$ cat config.mk
export PLATFORM = sky130hd
export DESIGN_NAME = mem_arbiter
export DESIGN_NICKNAME = d
export VERILOG_FILES = /design/src/rtl/mem_arbiter.sv
export SDC_FILE = /design/constraint.sdc
export NUM_CORES = 1
export LEC_CHECK = 0
export ABC_CLOCK_PERIOD_IN_PS = 2000
export BUFFER_PORTS_ARGS = -buffer_cell sky130_fd_sc_hd__buf_2
export CELL_PAD_IN_SITES_DETAIL_PLACEMENT = 1
export CELL_PAD_IN_SITES_GLOBAL_PLACEMENT = 1
export CORE_ASPECT_RATIO = 0.75
export CORE_UTILIZATION = 17
export DETAILED_ROUTE_END_ITERATION = 8
export PLACE_DENSITY = 0.84
export SETUP_SLACK_MARGIN = 0.05
export SYNTH_ARGS = -nofsm -noshare
export SYNTH_HDL_FRONTEND = slang
export SYNTH_SLANG_ARGS = --single-unit
$ cat constraint.sdc
create_clock -name clk_i -period 2 [get_ports clk_i]
set_input_delay 0.1 -clock clk_i [delete_from_list [all_inputs] [get_ports clk_i]]
set_output_delay 0.1 -clock clk_i [all_outputs]
set_load 0.02 [all_outputs]
$ cat src/rtl/mem_arbiter.sv
// mem_arbiter: lets the instruction-fetch (IF) and load/store (DM) ports share one
// single-port SRAM. DM has fixed priority and IF is forced through after MAX_STREAK
// consecutive DM grants. Read data comes back one cycle after the grant, tagged by
// a registered owner.
// Optional feature: define ARB_PERF_CNT_EN to add the perf_if_wait_o / perf_dm_cnt_o
// counters.
module mem_arbiter #(
    parameter int ADDR_W     = 16,
    parameter int DATA_W     = 32,
    parameter int MAX_STREAK = 3
) (
    input  logic                clk_i,
    input  logic                rst_ni,
    input  logic                if_req_i,
    input  logic [ADDR_W-1:0]   if_addr_i,
    output logic                if_gnt_o,
    output logic                if_rvalid_o,
    output logic [DATA_W-1:0]   if_rdata_o,
    input  logic                dm_req_i,
    input  logic [DATA_W/8-1:0] dm_w_en_i,
    input  logic [ADDR_W-1:0]   dm_addr_i,
    input  logic [DATA_W-1:0]   dm_wdata_i,
    output logic                dm_gnt_o,
    output logic                dm_rvalid_o,
    output logic [DATA_W-1:0]   dm_rdata_o,
    output logic [DATA_W/8-1:0] sram_w_en_o,
    output logic [ADDR_W-1:0]   sram_address_o,
    output logic [DATA_W-1:0]   sram_write_data_o,
    input  logic [DATA_W-1:0]   sram_read_data_i
`ifdef ARB_PERF_CNT_EN
    ,
    output logic [31:0]         perf_if_wait_o,
    output logic [31:0]         perf_dm_cnt_o
`endif
);

    localparam logic [3:0] MaxStreak = 4'(MAX_STREAK);

    typedef enum logic [1:0] {
        OWN_NONE = 2'd0,
        OWN_IF   = 2'd1,
        OWN_DM   = 2'd2
    } own_e;

    own_e       rdOwn_q, rdOwn_d;
    logic [3:0] streak_q, streak_d;
    logic       ifGnt, dmGnt, forceIf;

    // Pick at most one requester this cycle: a starved IF wins, otherwise DM, otherwise IF.
    always_comb begin
        ifGnt   = 1'b0;
        dmGnt   = 1'b0;
        forceIf = if_req_i && (streak_q == MaxStreak);
        if (forceIf) begin
            ifGnt = 1'b1;
        end else if (dm_req_i) begin
            dmGnt = 1'b1;
        end else if (if_req_i) begin
            ifGnt = 1'b1;
        end
    end

    // Steer the granted requester onto the SRAM; idle cycles drive all zeros.
    always_comb begin
        sram_w_en_o       = '0;
        sram_address_o    = '0;
        sram_write_data_o = '0;
        if (dmGnt) begin
            sram_w_en_o       = dm_w_en_i;
            sram_address_o    = dm_addr_i;
            sram_write_data_o = dm_wdata_i;
        end else if (ifGnt) begin
            sram_address_o = if_addr_i;
        end
    end

    // Next streak length and next read-data owner.
    always_comb begin
        streak_d = streak_q;
        rdOwn_d  = OWN_NONE;
        if (ifGnt || !if_req_i) begin
            streak_d = '0;
        end else if (dmGnt && (streak_q < MaxStreak)) begin
            streak_d = streak_q + 4'd1;
        end
        if (ifGnt) begin
            rdOwn_d = OWN_IF;
        end else if (dmGnt && (dm_w_en_i == '0)) begin
            rdOwn_d = OWN_DM;
        end
    end

    // Arbitration state; reset drops any read still in flight.
    always_ff @(posedge clk_i or negedge rst_ni) begin
        if (!rst_ni) begin
            rdOwn_q  <= OWN_NONE;
            streak_q <= '0;
        end else begin
            rdOwn_q  <= rdOwn_d;
            streak_q <= streak_d;
        end
    end

    assign if_gnt_o    = ifGnt;
    assign dm_gnt_o    = dmGnt;
    assign if_rvalid_o = (rdOwn_q == OWN_IF);
    assign dm_rvalid_o = (rdOwn_q == OWN_DM);
    assign if_rdata_o  = sram_read_data_i;
    assign dm_rdata_o  = sram_read_data_i;

`ifdef ARB_PERF_CNT_EN
    logic [31:0] perfIfWait_q, perfDmCnt_q;

    // Free-running wrap-around counters of IF stall cycles and DM grants.
    always_ff @(posedge clk_i or negedge rst_ni) begin
        if (!rst_ni) begin
            perfIfWait_q <= '0;
            perfDmCnt_q  <= '0;
        end else begin
            if (if_req_i && !ifGnt) begin
                perfIfWait_q <= perfIfWait_q + 32'd1;
            end
            if (dmGnt) begin
                perfDmCnt_q <= perfDmCnt_q + 32'd1;
            end
        end
    end

    assign perf_if_wait_o = perfIfWait_q;
    assign perf_dm_cnt_o  = perfDmCnt_q;
`endif

endmodule

# == Yosys cells after proc, flatten, opt, wreduce, memory -nomap -nowiden ==
# Index checks and enable logic that the tools add are counted.
# totals
regBits,6
word_cells,27
# classes
n_addsub,1
n_lt_le_gt_ge,1
eq_ne,3
muxes,13
n_reduce_logical,7
# op_table
cell,n
$mux 16,2
$mux 32,1
$mux 4,3
$mux 1,5
$add 4x1->4 const B,1
$eq 4x2->1 const B,1
$logic_not 4->1,1
$lt 4x2->1 const B,1
$mux 2,2
$logic_and 1x1->1,3
$eq 2x1->1 const B,1
$eq 2x2->1 const B,1
$reduce_bool 2->1,1
$logic_not 1->1,1
$logic_or 1x1->1,1

# == Logic depth before layout (Yosys ltp) ==
# Gate-level depths: netlist (run 1).
# depth
ltp_word,6
depth_mapped,4
depth_no_buf,4

# == Worst setup path after synthesis (run 1) ==
# No wires, ideal clock.
# synth_timing
kind,register to output
start,register streak_q[0]
end,output port sram_address_o[10]
path_slack_ns,0.309
required_time_ns,1.900
arrival_ns,1.591
stages_incl_launch_ff,5
cell_sequence,dfrtp_1 > ha_1 > a31oi_4 > buf_8 > mux2i_1
# synth_between
elab_chain_cells,5
word_cells_on_any_way,6
cone_classes,eq/ne: 1; mux: 4; reduce/logical: 1
# synth_lines
item,line,rtl
"start, declared",46,"logic [3:0] streak_q, streak_d;"
"start signal, assigned",100,streak_q <= streak_d;
$eq 4x2->1 (*),53,forceIf = if_req_i && (streak_q == MaxStreak);
$logic_and 1x1->1 (*),53,
$mux 1,54,if (forceIf) begin
$mux 16,72,end else if (ifGnt) begin
$mux 16 (*),68,if (dmGnt) begin
"end, declared",27,"output logic [ADDR_W-1:0] sram_address_o,"
# Every way passes the cells marked *; elsewhere a longest branch is shown, timed or not.

# == Final worst setup path (run 1) ==
# layout_timing
start,register streak_q[0]
end,output port sram_address_o[11]
# The elaborated chain is that of the path after synthesis.

==> flow_summary.ini, run 1 <==
[run_status]
outcome = finished clean

[power]
static-leakage-power_nw = 1.03
vdd_ir_drop_max_uv = 179
power.total_mw = 0.636
pwr_per_cell_area_nw_per_um2 = 392

[timing]
finalSetupViolations = 0
slew_of_the_pin_with_the_lowest_slew_margin_ps = 306
unrepaired_setup_endpoints_after_global_routing = true
finalCriticalPeriod_ps = 1840
part_of_the_cycle_the_worst_path_needs_pct = 92.0
finalHoldViolCount = 0
slew-limit-headroom_pct = 79.4
slew_viol_final = 0
fin_tns_setup_ps = 0
timing.clock.skew_ps = 1.77
fmax_mhz = 543

[yosys]
fraction_of_the_yosys_area_taken_by_sequential_cells_pct = 11.3
netlist_area_sq_um = 1330
postSynthCellCount = 180
synth-seq-cells = 6
per_instance_average_area_after_synthesis_sq_um = 7.39
yosysWarningCount = 0
mappedNetlistNets = 285
synth.lib_cells_used.distinct = 20

[critical_path]
regToRegEndpoint = rdOwn_q[1]
worstSetupStartpointType = flip-flop
worstPathBufferInverterCount = 2
endpoint_required_time_on_the_critical_path_ps = 1900
cp.arrival_ps = 1740
crit_path_max_incr_delay_ps = 380
setup_cp_type = flip-flop to primary output
cp_top_family = buffers and inverters
worst_r2r_path_depth = 4
reg2reg_setup_slack_ps = 660
worstPathCellList = ha_1 > a31oi_4 > buf_6 > mux2i_1 > buf_2
cp-end-kind = primary output
critical_path.slowest_cell = dfrtp_1
regToRegStartpoint = streak_q[0]
critPathMaxFanout = 30

[clock_network]
h_tree_levels = 1
postCtsSetupRepairBufs = 0
tritoncts = yes
tritoncts_num_sinks = 6
cts.reportedPaths.clkPinSlew_ps = 40
worst_skew_pair.late_latency_ps = 220
ctsRootBufferMaster = clkbuf_8
numCtsBuffers = 3
clock_path_buffers = 2

[hold_path]
holdPathStages = 3
hold_path_startpoint = dm_req_i
hold_class = input port to flip-flop
hold_path_end = streak_q[0]

[global_routing]
grt_pass1_vias = 1241
overflow = 0
grt_max_degree = 31
antenna_violations_before_repair = 0
grt_first_pass_wirelength_mm = 6.20
grt_util_all_layers_pct = 9.19

[cells_and_area]
post_route_cells_drive_above_1_share_pct = 55.6
final_common_cell = buf_2
syn2layout_area_growth_pct = 21.9
antenna-diode-count = 0
stdcell_area_sq_um = 1620
layout.cells.most_common_list = buf_2, and2_1, nand2_1
design.final.nets = 350
utilization_pct = 21.7

[route]
vias = 1244
route.final.wire_length_mm = 4.07
drtIter0Drc = 18
drt-wirelength-per-cell_microns = 11.8
avgViaCountPerCell = 3.62
detail_route.drc_violations = 0
dr.pass1.iters = 2
antenna_left = 0

[floorplanning]
overall_die_height_microns = 78.6
start_util_pct = 17.8
design.die.area_sq_um = 8190
core_area_sq_um = 7470
fp-row-count = 27
top_level_ports = 224
die_x_microns = 104

[place]
post-dp-hpwl_mm = 3.50
placed_inst_area_sq_um = 1570
port_buffers = 127
place_congestion = 0.707

[job]
maxCapViolations = 0
==> metrics by stage <==
step | setup slack [ps] | hold slack (ps) | std cells
6_report | 159 | 173 | 344
5_1_grt | 28.7 | 190 | 344
4_1_cts | 73.9 | 169 | 344
3_5_place_dp | 316 | -65.4 | 340
3_3_place_gp | 408 | -74.3 | 340
2_1_floorplan | 309 | -196 | 180
==> synthesized netlist by cell type <==
library cell | instances | area share (%)
buf_4 | 64 | 36
and2_1 | 37 | 17
nand2_1 | 18 | 5.1
inv_1 | 16 | 4.5
mux2i_1 | 16 | 12
dfrtp_1 | 6 | 11
buf_6 | 4 | 3.4
nor2b_1 | 3 | 1.4
a21oi_1 | 2 | 0.75
and3_1 | 2 | 0.94
clkbuf_1 | 2 | 0.56
o21ai_0 | 2 | 0.75
a31oi_4 | 1 | 1.6
buf_8 | 1 | 1.1
clkinv_1 | 1 | 0.28
ha_1 | 1 | 0.94
nand3b_1 | 1 | 0.56
nor2_1 | 1 | 0.28
nor2_2 | 1 | 0.47
nor4_1 | 1 | 0.47
==> worst reg2reg max path, cell delays in order, from the launching register on <==
cell and delay (ps):
dfrtp_1 380, ha_1 270, a31oi_4 170, buf_6 280
and2_1 180
==> flip-flops by register name (all words and copies together), names as in the netlist <==
name and cells:
rdOwn_q 2, streak_q 4
==> report_power, final <==
group / internal [mW] / switching (mW) / total, mW
Sequential: 0.125 / 0.00189 / 0.127
Combinational: 0.144 / 0.188 / 0.332
Clock: 0.129 / 0.0479 / 0.177
==> worst max path at each step <==
stage,from,endpoint,slack (ps),cells past startpoint
after detailed placement,streak_q[0],sram_address_o[3],320,5
after global routing,streak_q[0],sram_address_o[7],30,5
after global placement,streak_q[0],sram_address_o[9],410,5
final,streak_q[0],sram_address_o[11],160,5
after CTS,streak_q[0],sram_address_o[3],70,5
after floorplan,streak_q[0],sram_address_o[10],310,4
==> per-layer routing <==
layer	vias up	track usage, %	part of all wire, %
met5	-	0	0
met4	0	2.14	0.49
met3	6	4.40	11
met2	64	15.8	51
met1	567	10.3	38
li1	607	-	-
==> cells by family after synthesis <==
kind of cell	count (synthesis)	synth area share, %
AO/OA/AOI/OAI	5	3.10
adder cells (fa/ha/maj)	1	0.941
buffers and inverters	88	46.0
flip-flops	6	11.3
multiplexers	16	12.0
AND/OR/NAND/NOR	64	26.6
==> final cells by class <==
cell class                 count  area [sq um]
inverter                      17          63.8
timing repair buffer         131           672
clock buffer                   3          41.3
fill                         959          5840
tap                          101           126
sequential                     6           150
multi-input combinational     86           568
==> timing repair <==
item | in CTS | in global routing
setup endpoints to repair | 0 | 20
gates resized for setup | 0 | 1
hold endpoints to repair | 6 | 0
hold buffers | 1 | 0
No activity file was read; power rests on OpenSTA's default activity.
==> inputs of run 2 (changes only) <==
--- a/config.mk
+++ b/config.mk
@@ -5,14 +5,14 @@
 export SDC_FILE = /design/constraint.sdc
 export NUM_CORES = 1
 export LEC_CHECK = 0
-export ABC_CLOCK_PERIOD_IN_PS = 2000
+export ABC_CLOCK_PERIOD_IN_PS = 1500
 export BUFFER_PORTS_ARGS = -buffer_cell sky130_fd_sc_hd__buf_2
 export CELL_PAD_IN_SITES_DETAIL_PLACEMENT = 1
 export CELL_PAD_IN_SITES_GLOBAL_PLACEMENT = 1
 export CORE_ASPECT_RATIO = 0.75
-export CORE_UTILIZATION = 17
+export CORE_UTILIZATION = 14
 export DETAILED_ROUTE_END_ITERATION = 8
-export PLACE_DENSITY = 0.84
+export PLACE_DENSITY = 0.73
 export SETUP_SLACK_MARGIN = 0.05
 export SYNTH_ARGS = -nofsm -noshare
 export SYNTH_HDL_FRONTEND = slang
==> constraint.sdc (replaced) <==
create_clock -name clk_i -period 1.5 [get_ports clk_i]
set_input_delay 0.075 -clock clk_i [delete_from_list [all_inputs] [get_ports clk_i]]
set_output_delay 0.075 -clock clk_i [all_outputs]
set_load 0.02 [all_outputs]
==> flow_summary.ini, run 2 (same netlist as run 1, synthesis figures left out) <==
[global_routing]
grt_max_degree = 21
antenna_violations_before_repair = 0
grt_first_pass_wirelength_mm = 6.91
grt_pass1_vias = 1336
overflow = 0
grt_util_all_layers_pct = 9.30

[job]
maxCapViolations = 0

[critical_path]
worstSetupStartpointType = flip-flop
regToRegStartpoint = streak_q[0]
reg2reg_setup_slack_ps = 140
cp.arrival_ps = 1670
setup_cp_type = flip-flop to primary output
worst_r2r_path_depth = 6
regToRegEndpoint = rdOwn_q[1]
critPathMaxFanout = 8
cp-end-kind = primary output
endpoint_required_time_on_the_critical_path_ps = 1420

[cells_and_area]
max_flop_register = streak_q
utilization_pct = 24.7
antenna-diode-count = 0
syn2layout_area_growth_pct = 69.2
final_common_cell = buf_2
layout.cells.most_common_list = buf_2, buf_4, and2_1
multi_input_area_sq_um = 748
largest_reg_flops = 4
biggestRegsByFlops = streak_q: 4 flops, rdOwn_q: 2 flops
design.final.nets = 363
post_route_cells_drive_above_1_share_pct = 64.8
stdcell_area_sq_um = 2250
fillers = 1110
sequential_cell_area_sq_um = 150

[route]
dr.pass1.iters = 3
route.final.wire_length_mm = 4.87
antenna_left = 0
drt-wirelength-per-cell_microns = 12.7
avgViaCountPerCell = 3.55
detail_route.drc_violations = 0
drtIter0Drc = 11
vias = 1363

[power]
vdd_ir_drop_max_uv = 277
power.share.combinational_pct = 51.8
p_sw_mw = 0.402
pwr_per_cell_area_nw_per_um2 = 558
internal-power_mw = 0.855
static-leakage-power_nw = 1.20
clk_network_pwr_share_pct = 34.7
sequential_share_of_power_pct = 13.6
power_switching_share_pct = 31.9

[timing]
slew_of_the_pin_with_the_lowest_slew_margin_ps = 221
fin_tns_setup_ps = -10050
slew-limit-headroom_pct = 85.1
finalHoldViolCount = 0
finalSetupViolations = 54
slew_viol_final = 0
part_of_the_cycle_the_worst_path_needs_pct = 116
fmax_mhz = 573
timing.clock.skew_ps = 0.184
timing.final.ws_setup_ps = -244
unrepaired_setup_endpoints_after_global_routing = true
finalCriticalPeriod_ps = 1740

[clock_network]
clock_path_buffers = 2
cts.reportedPaths.clkPinSlew_ps = 30
ctsRootBufferMaster = clkbuf_16
tritoncts_num_sinks = 6
worst_skew_pair.late_latency_ps = 230
numCtsBuffers = 3
tritoncts = yes
h_tree_levels = 1

[place]
post-dp-hpwl_mm = 3.58
placed_inst_area_sq_um = 1800
place_congestion = 0.647
port_buffers = 127

[run_status]
violations = setup timing
outcome = complete, but fails checks

[floorplanning]
core_area_sq_um = 9120
overall_die_height_microns = 86.4
fp-row-count = 30
design.die.area_sq_um = 9900
die_x_microns = 115
top_level_ports = 224
start_util_pct = 14.6

[hold_path]
hold_path_end = streak_q[0]
hold_path_startpoint = dm_req_i
holdPathStages = 3
hold_class = input port to flip-flop
run 2: cell count changes in the layout (fill, tap and decap cells not counted), moves of 12 or more:
cell,before,now
buf_4,2,35
buf_2,127,82
mux2i_4,0,12
buf_6,1,20
mux2i_1,16,4
run 2: worst max-delay path by stage:
| stage | from | slack, ps | depth (start not counted) | to |
|---|---|---|---|---|
| 2_1_floorplan | streak_q[0] | -70 | 4 | sram_address_o[10] |
| 3_3_place_gp | streak_q[1] | -10 | 5 | sram_address_o[4] |
| 3_5_place_dp | streak_q[1] | -70 | 5 | sram_address_o[11] |
| 4_1_cts | streak_q[0] | -260 | 7 | sram_address_o[10] |
| 5_1_grt | streak_q[1] | -310 | 7 | sram_write_data_o[6] |
| 6_report | streak_q[0] | -240 | 6 | sram_address_o[5] |
run 2: area by class of cell:
cell class | instances | area share, %
flip-flops and latches | 6 | 6.67
inverters | 17 | 2.83
repair buffers | 144 | 46.8
multi-input cells | 86 | 33.2
clock buffers | 3 | 3.34
well taps | 128 | 7.12
run 2: power groups by stage:
stage               clock (mW)  combinational (mW)  sequential, mW
floorplan                    0               0.568           0.172
global placement             0               0.506           0.172
detailed placement           0               0.520           0.172
CTS                      0.446               0.638           0.171
global route             0.459               0.696           0.171
finish                   0.436               0.651           0.170
run 2: what timing repair did:
| action | in CTS | in global routing |
|---|---|---|
| buffers inserted | 8 | 1 |
| pin swaps | 6 | 1 |
| gates resized for setup | 55 | 21 |
| cloned | 3 | 1 |
| setup endpoints to repair | 54 | 54 |
| endpoints found under the hold margin | 6 | 0 |
| hold buffers | 1 | 0 |
run 2: stage by stage:
step	setup WS (ps)	hold slack, ps	std cells	total power, mW
5_1_grt	-313	150	384	1.33
3_3_place_gp	-10.9	-93.0	368	0.678
6_report	-244	132	384	1.26
3_5_place_dp	-69.6	-90.0	368	0.693
4_1_cts	-258	128	383	1.25
2_1_floorplan	-65.0	-221	180	0.740
run 2: per-layer routing:
| layer | routed length, microns | vias up | GRT usage, % |
|---|---|---|---|
| met2 | 2500 | 84 | 16.1 |
| met3 | 452 | 23 | 2.80 |
| met1 | 1780 | 614 | 10.5 |
| li1 | - | 642 | - |
| met4 | 129 | 0 | 4.49 |
| met5 | 0 | - | 0 |
run 2: worst max-delay path, stage by stage, from the launching register on:
cell     delay (ps)
dfrtp_1         400
ha_4            180
a31oi_4         150
buf_6           140
buf_12          170
mux2i_4         250
buf_6           140
==> inputs of run 3 (changes only) <==
--- a/config.mk
+++ b/config.mk
@@ -13,7 +13,7 @@
 export CORE_UTILIZATION = 14
 export DETAILED_ROUTE_END_ITERATION = 8
 export PLACE_DENSITY = 0.73
-export SETUP_SLACK_MARGIN = 0.05
+export SETUP_SLACK_MARGIN = 0.2
 export SYNTH_ARGS = -nofsm -noshare
 export SYNTH_HDL_FRONTEND = slang
 export SYNTH_SLANG_ARGS = --single-unit
==> flow_summary.ini, run 3 (same netlist as run 1, synthesis figures left out) <==
[run_status]
outcome = complete, but fails checks
violations = setup timing

[global_routing]
grt_util_met3_pct = 1.47
grt-busiest-layer = met2
grt_first_pass_wirelength_mm = 6.49
grt_max_degree = 21
grt_pass1_vias = 1304
use_met1_pct = 9.11
met2_usage_pct = 16.0
overflow = 0
grt_util_all_layers_pct = 8.32
antenna_violations_before_repair = 0

[floorplanning]
die_x_microns = 115
start_util_pct = 14.6
design.die.area_sq_um = 9900
top_level_ports = 224
fp-row-count = 30
overall_die_height_microns = 86.4
core_area_sq_um = 9120

[route]
drt-wirelength-per-cell_microns = 12.1
route.final.wire_length_mm = 4.66
antenna_left = 0
detail_route.drc_violations = 0
vias = 1350
drtIter0Drc = 13
avgViaCountPerCell = 3.52
dr.pass1.iters = 4

[power]
vdd_ir_drop_max_uv = 244
pwr_per_cell_area_nw_per_um2 = 543
static-leakage-power_nw = 1.29

[cells_and_area]
max_flop_register = streak_q
stdcell_area_sq_um = 2460
antenna-diode-count = 0
syn2layout_area_growth_pct = 84.7
post_route_cells_drive_above_1_share_pct = 77.7
final_common_cell = buf_2
largest_reg_flops = 4
layout.cells.most_common_list = buf_2, and2_4, buf_6
design.final.nets = 363
finish.cell_count_without_fillers = 384
biggestRegsByFlops = streak_q: 4 flops, rdOwn_q: 2 flops
fillers = 1090

[critical_path]
setup_cp_type = flip-flop to primary output
endpoint_required_time_on_the_critical_path_ps = 1420
worstPathBufferInverterCount = 3
critical_path.slowest_cell = dfrtp_1
cp_top_family = buffers and inverters
regToRegStartpoint = streak_q[1]
critPathMaxFanout = 5
cp.arrival_ps = 1660
crit_path_launch = streak_q[1]
crit_path_max_incr_delay_ps = 400
worstPathCellList = ha_4 > a31oi_4 > buf_12 > buf_16 > mux2i_4 > buf_6
worstSetupStartpointType = flip-flop
cp-end-kind = primary output

[place]
dp.cells = 371
port_buffers = 127
placed_inst_area_sq_um = 1910
place_congestion = 0.641
post-dp-hpwl_mm = 3.35

[timing]
finalHoldViolCount = 0
timing.clock.skew_ps = 1.51
worst_slack_on_hold_paths_ps = 139
part_of_the_cycle_the_worst_path_needs_pct = 116
fmax_mhz = 576
slew_viol_final = 0
unrepaired_setup_endpoints_after_global_routing = true
fin_tns_setup_ps = -10140
slew_of_the_pin_with_the_lowest_slew_margin_ps = 296
timing.final.ws_setup_ps = -236
finalSetupViolations = 54
slew-limit-headroom_pct = 80.1
finalCriticalPeriod_ps = 1740

[clock_network]
tritoncts = yes
clock_path_buffers = 2
tritoncts_num_sinks = 6
h_tree_levels = 1
cts.reportedPaths.clkPinSlew_ps = 30
ctsRootBufferMaster = clkbuf_16
worst_skew_pair.late_latency_ps = 230
numCtsBuffers = 3

[job]
maxCapViolations = 0

[hold_path]
hold_path_startpoint = dm_req_i
hold_class = input port to flip-flop
run 3: cell types whose count changed in the layout (fill, tap and decap cells not counted):
cell / previous run / this run
buf_6: 20 / 34
and2_1: 33 / 0
buf_2: 82 / 73
buf_12: 3 / 5
bufbuf_16: 1 / 0
buf_16: 1 / 3
and2_4: 4 / 37
buf_4: 35 / 26
buf_8: 0 / 1
run 3: worst reg2reg max path, cell delays in order (launching register included):
cell and delay, ps:
dfrtp_1 400, ha_4 180, a31oi_4 160, buf_4 140, buf_6 110, clkbuf_16 150
and2_4 150
run 3: path summary, 6_finish.rpt:
path                                           end  slack [ps]  cells past startpoint
max in group asynchronous              streak_q[3]        1150                      2
worst max-delay path            sram_address_o[10]        -240                      6
worst max register to register          rdOwn_q[1]         130                      6
worst min register to register         streak_q[0]         600                      3
worst min-delay path                   streak_q[1]         140                      3
min in group asynchronous              streak_q[2]         210                      2
run 3: cell type report:
cell class / instances / area (sq um) / area share [%]
repair buffers: 144 / 1180 / 47.9
multi-input cells: 86 / 831 / 33.8
clock buffers: 3 / 75.1 / 3.06
inverters: 17 / 63.8 / 2.60
flip-flops and latches: 6 / 150 / 6.11
well taps: 128 / 160 / 6.52
run 3: timing repair:
| action | in CTS | in global routing |
|---|---|---|
| setup buffers | 3 | 2 |
| endpoints found under the hold margin | 6 | 0 |
| gates cloned | 3 | 1 |
| gates resized for setup | 83 | 13 |
| pin swaps | 1 | 0 |
| endpoints found under the setup margin | 56 | 56 |
| hold buffers | 1 | 0 |
run 3: per-layer routing:
metal | share of wire (%) | wire, microns | vias up
li1 | - | - | 633
met1 | 36 | 1680 | 621
met2 | 53 | 2460 | 85
met3 | 9.7 | 450 | 11
met4 | 1.2 | 58 | 0
met5 | 0 | 0 | -
run 3: power breakdown:
part	leakage, nW	internal, mW	switching, mW
combinational	1.17	0.415	0.323
sequential	0.0816	0.167	0.00326
clock	0.0370	0.342	0.0839
total	1.29	0.923	0.410
run 3: per-stage QoR:
step                power, mW  setup WS [ps]  util (%)
floorplan               0.785          -65.0         -
finish                   1.33           -236      26.9
global placement        0.727          -26.0      20.9
detailed placement      0.741          -84.0      20.9
CTS                      1.31           -249      25.8
global route             1.40           -284      26.9
